File: config.mk
export PLATFORM = sky130hd
export DESIGN_NAME = fp16_class_argmax_flat
export DESIGN_NICKNAME = d
export VERILOG_FILES = /design/src/rtl/hdc_fp16_pkg.sv /design/src/rtl/fp16_class_argmax_if.sv /design/src/rtl/fp16_gt.sv /design/src/rtl/fp16_class_argmax.sv /design/src/flat_wrapper.sv
export SDC_FILE = /design/constraint.sdc
export NUM_CORES = 1
export LEC_CHECK = 0
export BUFFER_PORTS_ARGS = -buffer_cell sky130_fd_sc_hd__buf_4
export CAP_MARGIN = 20
export CORE_MARGIN = 1
export CORE_UTILIZATION = 50
export DETAILED_ROUTE_END_ITERATION = 12
export PLACE_DENSITY = 0.74
export SETUP_SLACK_MARGIN = 0.3
export SYNTH_ARGS = -nofsm -noshare
export SYNTH_HDL_FRONTEND = slang
export SYNTH_SLANG_ARGS = --single-unit
export TNS_END_PERCENT = 30
File: constraint.sdc
create_clock -name clk -period 4.1 [get_ports clk]
set_clock_uncertainty 0.1 [all_clocks]
set_input_delay 0.41 -clock clk [delete_from_list [all_inputs] [get_ports clk]]
set_output_delay 0.41 -clock clk [all_outputs]
set_load 0.03 [all_outputs]
File: src/rtl/hdc_fp16_pkg.sv
// FP16 type, constants and helpers shared by the HDC scoring datapath.
// Latency: n/a (types and pure functions only).
// Backpressure: n/a.
package hdc_fp16_pkg;

    typedef struct packed {
        logic       sign;
        logic [4:0] exp;
        logic [9:0] frac;
    } fp16_t;

    localparam logic [4:0]  FP16_EXP_MAX  = 5'd31;
    localparam logic [15:0] FP16_POS_ZERO = 16'h0000;
    localparam logic [15:0] FP16_NEG_ZERO = 16'h8000;

    // NaN: all-ones exponent with a non-zero fraction (Inf has frac == 0).
    function automatic logic fp16_is_nan(input fp16_t v);
        return (v.exp == FP16_EXP_MAX) && (v.frac != 10'd0);
    endfunction

endpackage

File: src/rtl/fp16_class_argmax_if.sv
// Score stream in / argmax result out bundle for the class argmax stage.
// Latency: n/a (wires only).
// Backpressure: score_ready throttles the score sender, result_ready holds the result.
interface fp16_class_argmax_if #(
    parameter int NUM_CLASSES = 10
);
    localparam int IDX_W = $clog2(NUM_CLASSES);

    logic             score_valid;
    logic             score_ready;
    logic [15:0]      score_data;
    logic             score_last;
    logic             result_valid;
    logic             result_ready;
    logic [IDX_W-1:0] result_class;
    logic [15:0]      result_score;
    logic             result_err;

    // Upstream accumulator / downstream consumer side.
    modport master (
        output score_valid, score_data, score_last, result_ready,
        input  score_ready, result_valid, result_class, result_score, result_err
    );

    // Argmax block side.
    modport slave (
        input  score_valid, score_data, score_last, result_ready,
        output score_ready, result_valid, result_class, result_score, result_err
    );

endinterface

File: src/rtl/fp16_gt.sv
// Strict greater-than on FP16 values: sign-magnitude order, +0 == -0, NaN never wins.
// Latency: combinational.
// Backpressure: n/a.
module fp16_gt
    import hdc_fp16_pkg::*;
(
    input  fp16_t a,
    input  fp16_t b,
    output logic  a_gt_b
);

    logic [14:0] mag_a;
    logic [14:0] mag_b;
    logic        a_nan;
    logic        b_nan;
    logic        both_zero;

    assign mag_a = {a.exp, a.frac};
    assign mag_b = {b.exp, b.frac};
    assign a_nan = fp16_is_nan(a);
    assign b_nan = fp16_is_nan(b);
    // OR-ing in the sign bit maps both zero encodings onto -0.
    assign both_zero = ((a | FP16_NEG_ZERO) == FP16_NEG_ZERO) &&
                       ((b | FP16_NEG_ZERO) == FP16_NEG_ZERO);

    // NaN a never wins; any number beats a NaN b so a NaN seed is displaced.
    // Inf needs no special case: it already has the largest magnitude.
    always_comb begin
        a_gt_b = 1'b0;
        if (a_nan) begin
            a_gt_b = 1'b0;
        end else if (b_nan) begin
            a_gt_b = 1'b1;
        end else if (both_zero) begin
            a_gt_b = 1'b0;
        end else if (a.sign != b.sign) begin
            a_gt_b = b.sign;
        end else if (!a.sign) begin
            a_gt_b = (mag_a > mag_b);
        end else begin
            a_gt_b = (mag_a < mag_b);
        end
    end

endmodule

File: src/rtl/fp16_class_argmax.sv
// Running argmax over NUM_CLASSES FP16 scores per query; reports winning class and score.
// Latency: result_valid rises the cycle after the final score transfer.
// Backpressure: score_ready drops while a result waits; the result holds until result_ready.
module fp16_class_argmax #(
    parameter int NUM_CLASSES = 10
) (
    input  logic                 clk,
    input  logic                 rst,
    fp16_class_argmax_if.slave   bus
);
    import hdc_fp16_pkg::*;

    localparam int               IDX_W    = $clog2(NUM_CLASSES);
    localparam logic [IDX_W-1:0] LAST_IDX = IDX_W'(NUM_CLASSES - 1);

    typedef enum logic {
        COLLECT = 1'b0,
        DONE    = 1'b1
    } state_t;

    state_t           state;
    state_t           state_nxt;
    logic [IDX_W-1:0] cnt;
    logic [IDX_W-1:0] best_idx;
    fp16_t            best;
    fp16_t            score;
    logic             err;
    logic             rdy_en;
    logic             score_xfer;
    logic             result_xfer;
    logic             final_xfer;
    logic             score_gt;
    logic             take;

    assign score       = fp16_t'(bus.score_data);
    assign score_xfer  = bus.score_valid && bus.score_ready;
    assign result_xfer = bus.result_valid && bus.result_ready;
    // A query ends on score_last or when the class count is exhausted, whichever first.
    assign final_xfer  = score_xfer && (bus.score_last || (cnt == LAST_IDX));

    fp16_gt u_gt (
        .a      (score),
        .b      (best),
        .a_gt_b (score_gt)
    );

    // First score seeds the best value unconditionally; later ones must be strictly greater.
    assign take = (cnt == '0) || score_gt;

    // State register; rdy_en keeps score_ready low until the cycle after reset.
    always_ff @(posedge clk) begin
        if (rst) begin
            state  <= COLLECT;
            rdy_en <= 1'b0;
        end else begin
            state  <= state_nxt;
            rdy_en <= 1'b1;
        end
    end

    // Next-state: close the query on its final score, reopen once the result is taken.
    always_comb begin
        state_nxt = state;
        case (state)
            COLLECT: if (final_xfer)  state_nxt = DONE;
            DONE:    if (result_xfer) state_nxt = COLLECT;
            default: state_nxt = COLLECT;
        endcase
    end

    // Handshake outputs decoded from state.
    always_comb begin
        bus.score_ready  = (state == COLLECT) && rdy_en;
        bus.result_valid = (state == DONE);
    end

    // Running maximum, element counter and length-error flag.
    always_ff @(posedge clk) begin
        if (rst) begin
            cnt      <= '0;
            best     <= fp16_t'(FP16_POS_ZERO);
            best_idx <= '0;
            err      <= 1'b0;
        end else begin
            if (score_xfer) begin
                cnt <= cnt + IDX_W'(1);
                if (take) begin
                    best     <= score;
                    best_idx <= cnt;
                end
            end
            if (final_xfer) begin
                // Ending on the count without score_last means the query overran.
                err <= bus.score_last ? (cnt != LAST_IDX) : 1'b1;
            end
            if (result_xfer) begin
                cnt <= '0;
                err <= 1'b0;
            end
        end
    end

    assign bus.result_class = best_idx;
    assign bus.result_score = best;
    assign bus.result_err   = err;

endmodule

File: src/flat_wrapper.sv
// flat-port wrapper written by rule: the top's interface ports become plain ports
module fp16_class_argmax_flat import hdc_fp16_pkg::*;
#(
    parameter int NUM_CLASSES = 10
)
  (clk, rst, bus_score_valid, bus_score_data, bus_score_last, bus_result_ready, bus_score_ready, bus_result_valid, bus_result_class, bus_result_score, bus_result_err);
  fp16_class_argmax_if #(.NUM_CLASSES(NUM_CLASSES)) bus_i ();
  input  logic clk;
  input  logic rst;
  input wire logic [$bits(bus_i.score_valid)-1:0] bus_score_valid;
  input wire logic [$bits(bus_i.score_data)-1:0] bus_score_data;
  input wire logic [$bits(bus_i.score_last)-1:0] bus_score_last;
  input wire logic [$bits(bus_i.result_ready)-1:0] bus_result_ready;
  output wire logic [$bits(bus_i.score_ready)-1:0] bus_score_ready;
  output wire logic [$bits(bus_i.result_valid)-1:0] bus_result_valid;
  output wire logic [$bits(bus_i.result_class)-1:0] bus_result_class;
  output wire logic [$bits(bus_i.result_score)-1:0] bus_result_score;
  output wire logic [$bits(bus_i.result_err)-1:0] bus_result_err;
  assign bus_i.score_valid = bus_score_valid;
  assign bus_i.score_data = bus_score_data;
  assign bus_i.score_last = bus_score_last;
  assign bus_i.result_ready = bus_result_ready;
  assign bus_score_ready = bus_i.score_ready;
  assign bus_result_valid = bus_i.result_valid;
  assign bus_result_class = bus_i.result_class;
  assign bus_result_score = bus_i.result_score;
  assign bus_result_err = bus_i.result_err;
  fp16_class_argmax #(.NUM_CLASSES(NUM_CLASSES)) u_core (.clk(clk), .rst(rst), .bus(bus_i));
endmodule
==> out/results.txt <==
Status - finished clean
Tot Pwr - 775 uW
Ys async rst share - 0%
Core Box Area - 4120 um^2
XOR/XNOR Fraction of Synth Area - 1.20%
Fin. Hold Viols - 0
IO Count - 44
Antenna violations before repair - 0
# clock sinks - 27
Synth cell count leaders - dfxtp_1 (27), nand3_1 (24), a32oi_1 (20), nand4b_1 (20), nor2b_1 (20)
Critical path startpoint - u_core.cnt[0]
GR Overflow Total - 0
# rows - 23
1st-iter DRT viols - 190
Total track usage - 25.9%
Main combinational cell family by area after synthesis - simple AND/OR/NAND/NOR gates
CP Capture Type - flop
Setup CP Type - flop to flop
Worst Max-Slew Pin Slew - 1.05 ns
Top cells by area, synth - dfxtp_1 (25%), ha_1 (10%), a32oi_1 (8.0%)
Post-synth EDFFs - 0
Mapped Avg Cell Area - 8.32 um^2
Total wire length - 5880 um
Min-delay worst type - primary input to flop
Pin count of the biggest net entering global routing - 43
Post-synth cell types - 40
Fillers - 383
Yosys top cell by area - dfxtp_1
Share of cells above drive strength 1 - 19.0%
Post-synthesis sequential area ratio - 24.6%
Hold Buf Count CTS - 0
PwrDens - 302 nW/um^2
Area of the mapped netlist - 2200 um^2
Fmax - 0.349 GHz
Final core occ - 62.3%
Worst R2R Start - u_core.cnt[0]
Max-cap viol count - 0
Vias in the first global route - 1,967
Worst setup path end - u_core.bus.result_score[15]
DIE WIDTH - 68.3 um
Worst r2r path cells - 9
WP data required - 4.18 ns
Count of pins over their slew limit - 0
Post-CTS Repair Setup Buffers - 0
Slew HR - 30.0%
Number of buffers created by CTS - 3
Initial core utilization - 53.4%
Initial DRT Pass Iterations - 4
Area Overhead vs Synth - 16.8%
Min Tclk post-route - 2.86 ns
Ant diodes - 0
Seq. cell area - 541 um^2
Worst-path clk slew - 0.11 ns
Crit path max fanout - 41
Longest Clk Path Bufs - 2
Syn nets - 303
Area share of the largest cell type after synthesis - 24.6%
Via/cell ratio - 6.44
DP HPWL - 4000 um
Worst vdd ir - 0.237 mV
Avg WL per Cell - 17.1 um
Post_cts resized - 0
First-pass GRT wire length - 9120 um
RSZ-0062 raised after global routing - false
Post-synthesis adder-cell area fraction - 10.3%
R2R Path End - u_core.bus.result_score[15]
Final TNS setup - 0 ns
Die area - 4660 um^2
Count leader, synth - dfxtp_1
Worst-Skew Late Latency - 0.29 ns
Main flop type after synthesis - dfxtp_1
R2r setup slk - 1.24 ns
Leakage - 0.995 nW
Footprint of the multi-input gates - 1480 um^2
IO Port Bufs - 43
Yosys warns - 0
Root Driver - clkbuf_8
Nets - 334
Mapped Cells - 264
Worst EP arrival - 2.94 ns
Crit start category - flop
# DRC - 0
Simple-gate portion of the synthesized area - 30.7%
Final Setup Violations - 0
H-tree depth - 1
Routability cong. - 0.899
Post-route ant nets - 0
Synth Register Bits - 27
Multiplexer share of the synthesized area - 0%
Non-filler cells, final - 344
CTS tree - yes
Via count - 2,217
Fin crit share - 69.9%
Die Y - 68.3 um
Synth Area in Compound Gates - 25.5%
Placed cells - 340
area by class of cell:
type                            count  share of cell area, %
Clock buffer                        3                   1.61
Clock inverter                      1                  0.341
Sequential cell                    27                   21.1
Multi-Input combinational cell    196                   57.9
Timing Repair Buffer               47                   13.8
Tap cell                           50                   2.44
Inverter                           20                   2.93
layout by cell type (no fill, tap or decap), drive strengths merged, types with 2 or more instances in the layout:
master,instances
a2111o,14
buf,47
nand2,8
ha,18
nor4,6
nor2,14
a21oi,9
nand4b,20
o21ai,9
xor2,2
nor2b,20
dfxtp,27
nand4,5
nor3b,7
inv,21
o21a,2
nand3,24
a32oi,20
nor3,3
clkbuf,3
routing by layer:
layer / global-route usage, % / up-vias / share of wire, %
li1: - / 1080 / -
met1: 33.9 / 1072 / 46
met2: 43.8 / 61 / 49
met3: 4.17 / 4 / 4.4
met4: 6.51 / 0 / 0.61
met5: 0 / - / 0
worst max-delay path: stages, from the launching register on:
cell	delay (ns)
dfxtp_1	0.43
inv_1	0.08
ha_1	0.20
nor3b_1	0.17
nor3_1	0.25
a21bo_1	0.85
nor2b_1	0.15
buf_4	0.24
a32oi_1	0.16
nand3_1	0.11
where the power goes:
group | internal, mW | total [mW] | switching (mW)
registers | 0.283 | 0.306 | 0.0227
logic | 0.109 | 0.302 | 0.193
clock network | 0.0716 | 0.167 | 0.0957
logic make-up (layout without fill, tap and decap cells):
logic type | after synthesis | count (layout)
xor gates and xnor gates | 3 | 3
AOI/OAI and AO/OA | 63 | 63
buffers and inverters | 41 | 71
DFF | 27 | 27
adders and majority gates | 18 | 18
and+or+nand+nor | 112 | 112
state kept, by name, summed over array words and instances, names as in the netlist:
name,flops
u_core.bus.result_err,1
u_core.bus.result_class,4
u_core.bus.result_valid,1
u_core.bus.result_score,16
u_core.cnt,4
u_core.rdy_en,1
stage by stage:
step / hold slack (ns) / setup slack (ns) / area (um^2)
detailed placement: 0.401 / 1.28 / 2510
floorplan: 0.415 / 1.55 / 2200
global placement: 0.396 / 1.34 / 2510
CTS: 0.211 / 1.23 / 2560
global route: 0.221 / 1.02 / 2560
finish: 0.220 / 1.24 / 2560
how the worst min path moves through the flow:
stage,slack [ns],cells after the start,end,start
after CTS,0.21,2,u_core.bus.result_err,bus_score_last
after detailed placement,0.40,2,u_core.bus.result_err,u_core.bus.result_err
after global routing,0.22,2,u_core.bus.result_err,bus_score_last
final,0.22,2,u_core.bus.result_err,bus_score_last
after floorplan,0.42,2,u_core.cnt[3],u_core.cnt[3]
after global placement,0.40,2,u_core.bus.result_err,u_core.bus.result_err
Power figures use the tool's default switching activity.
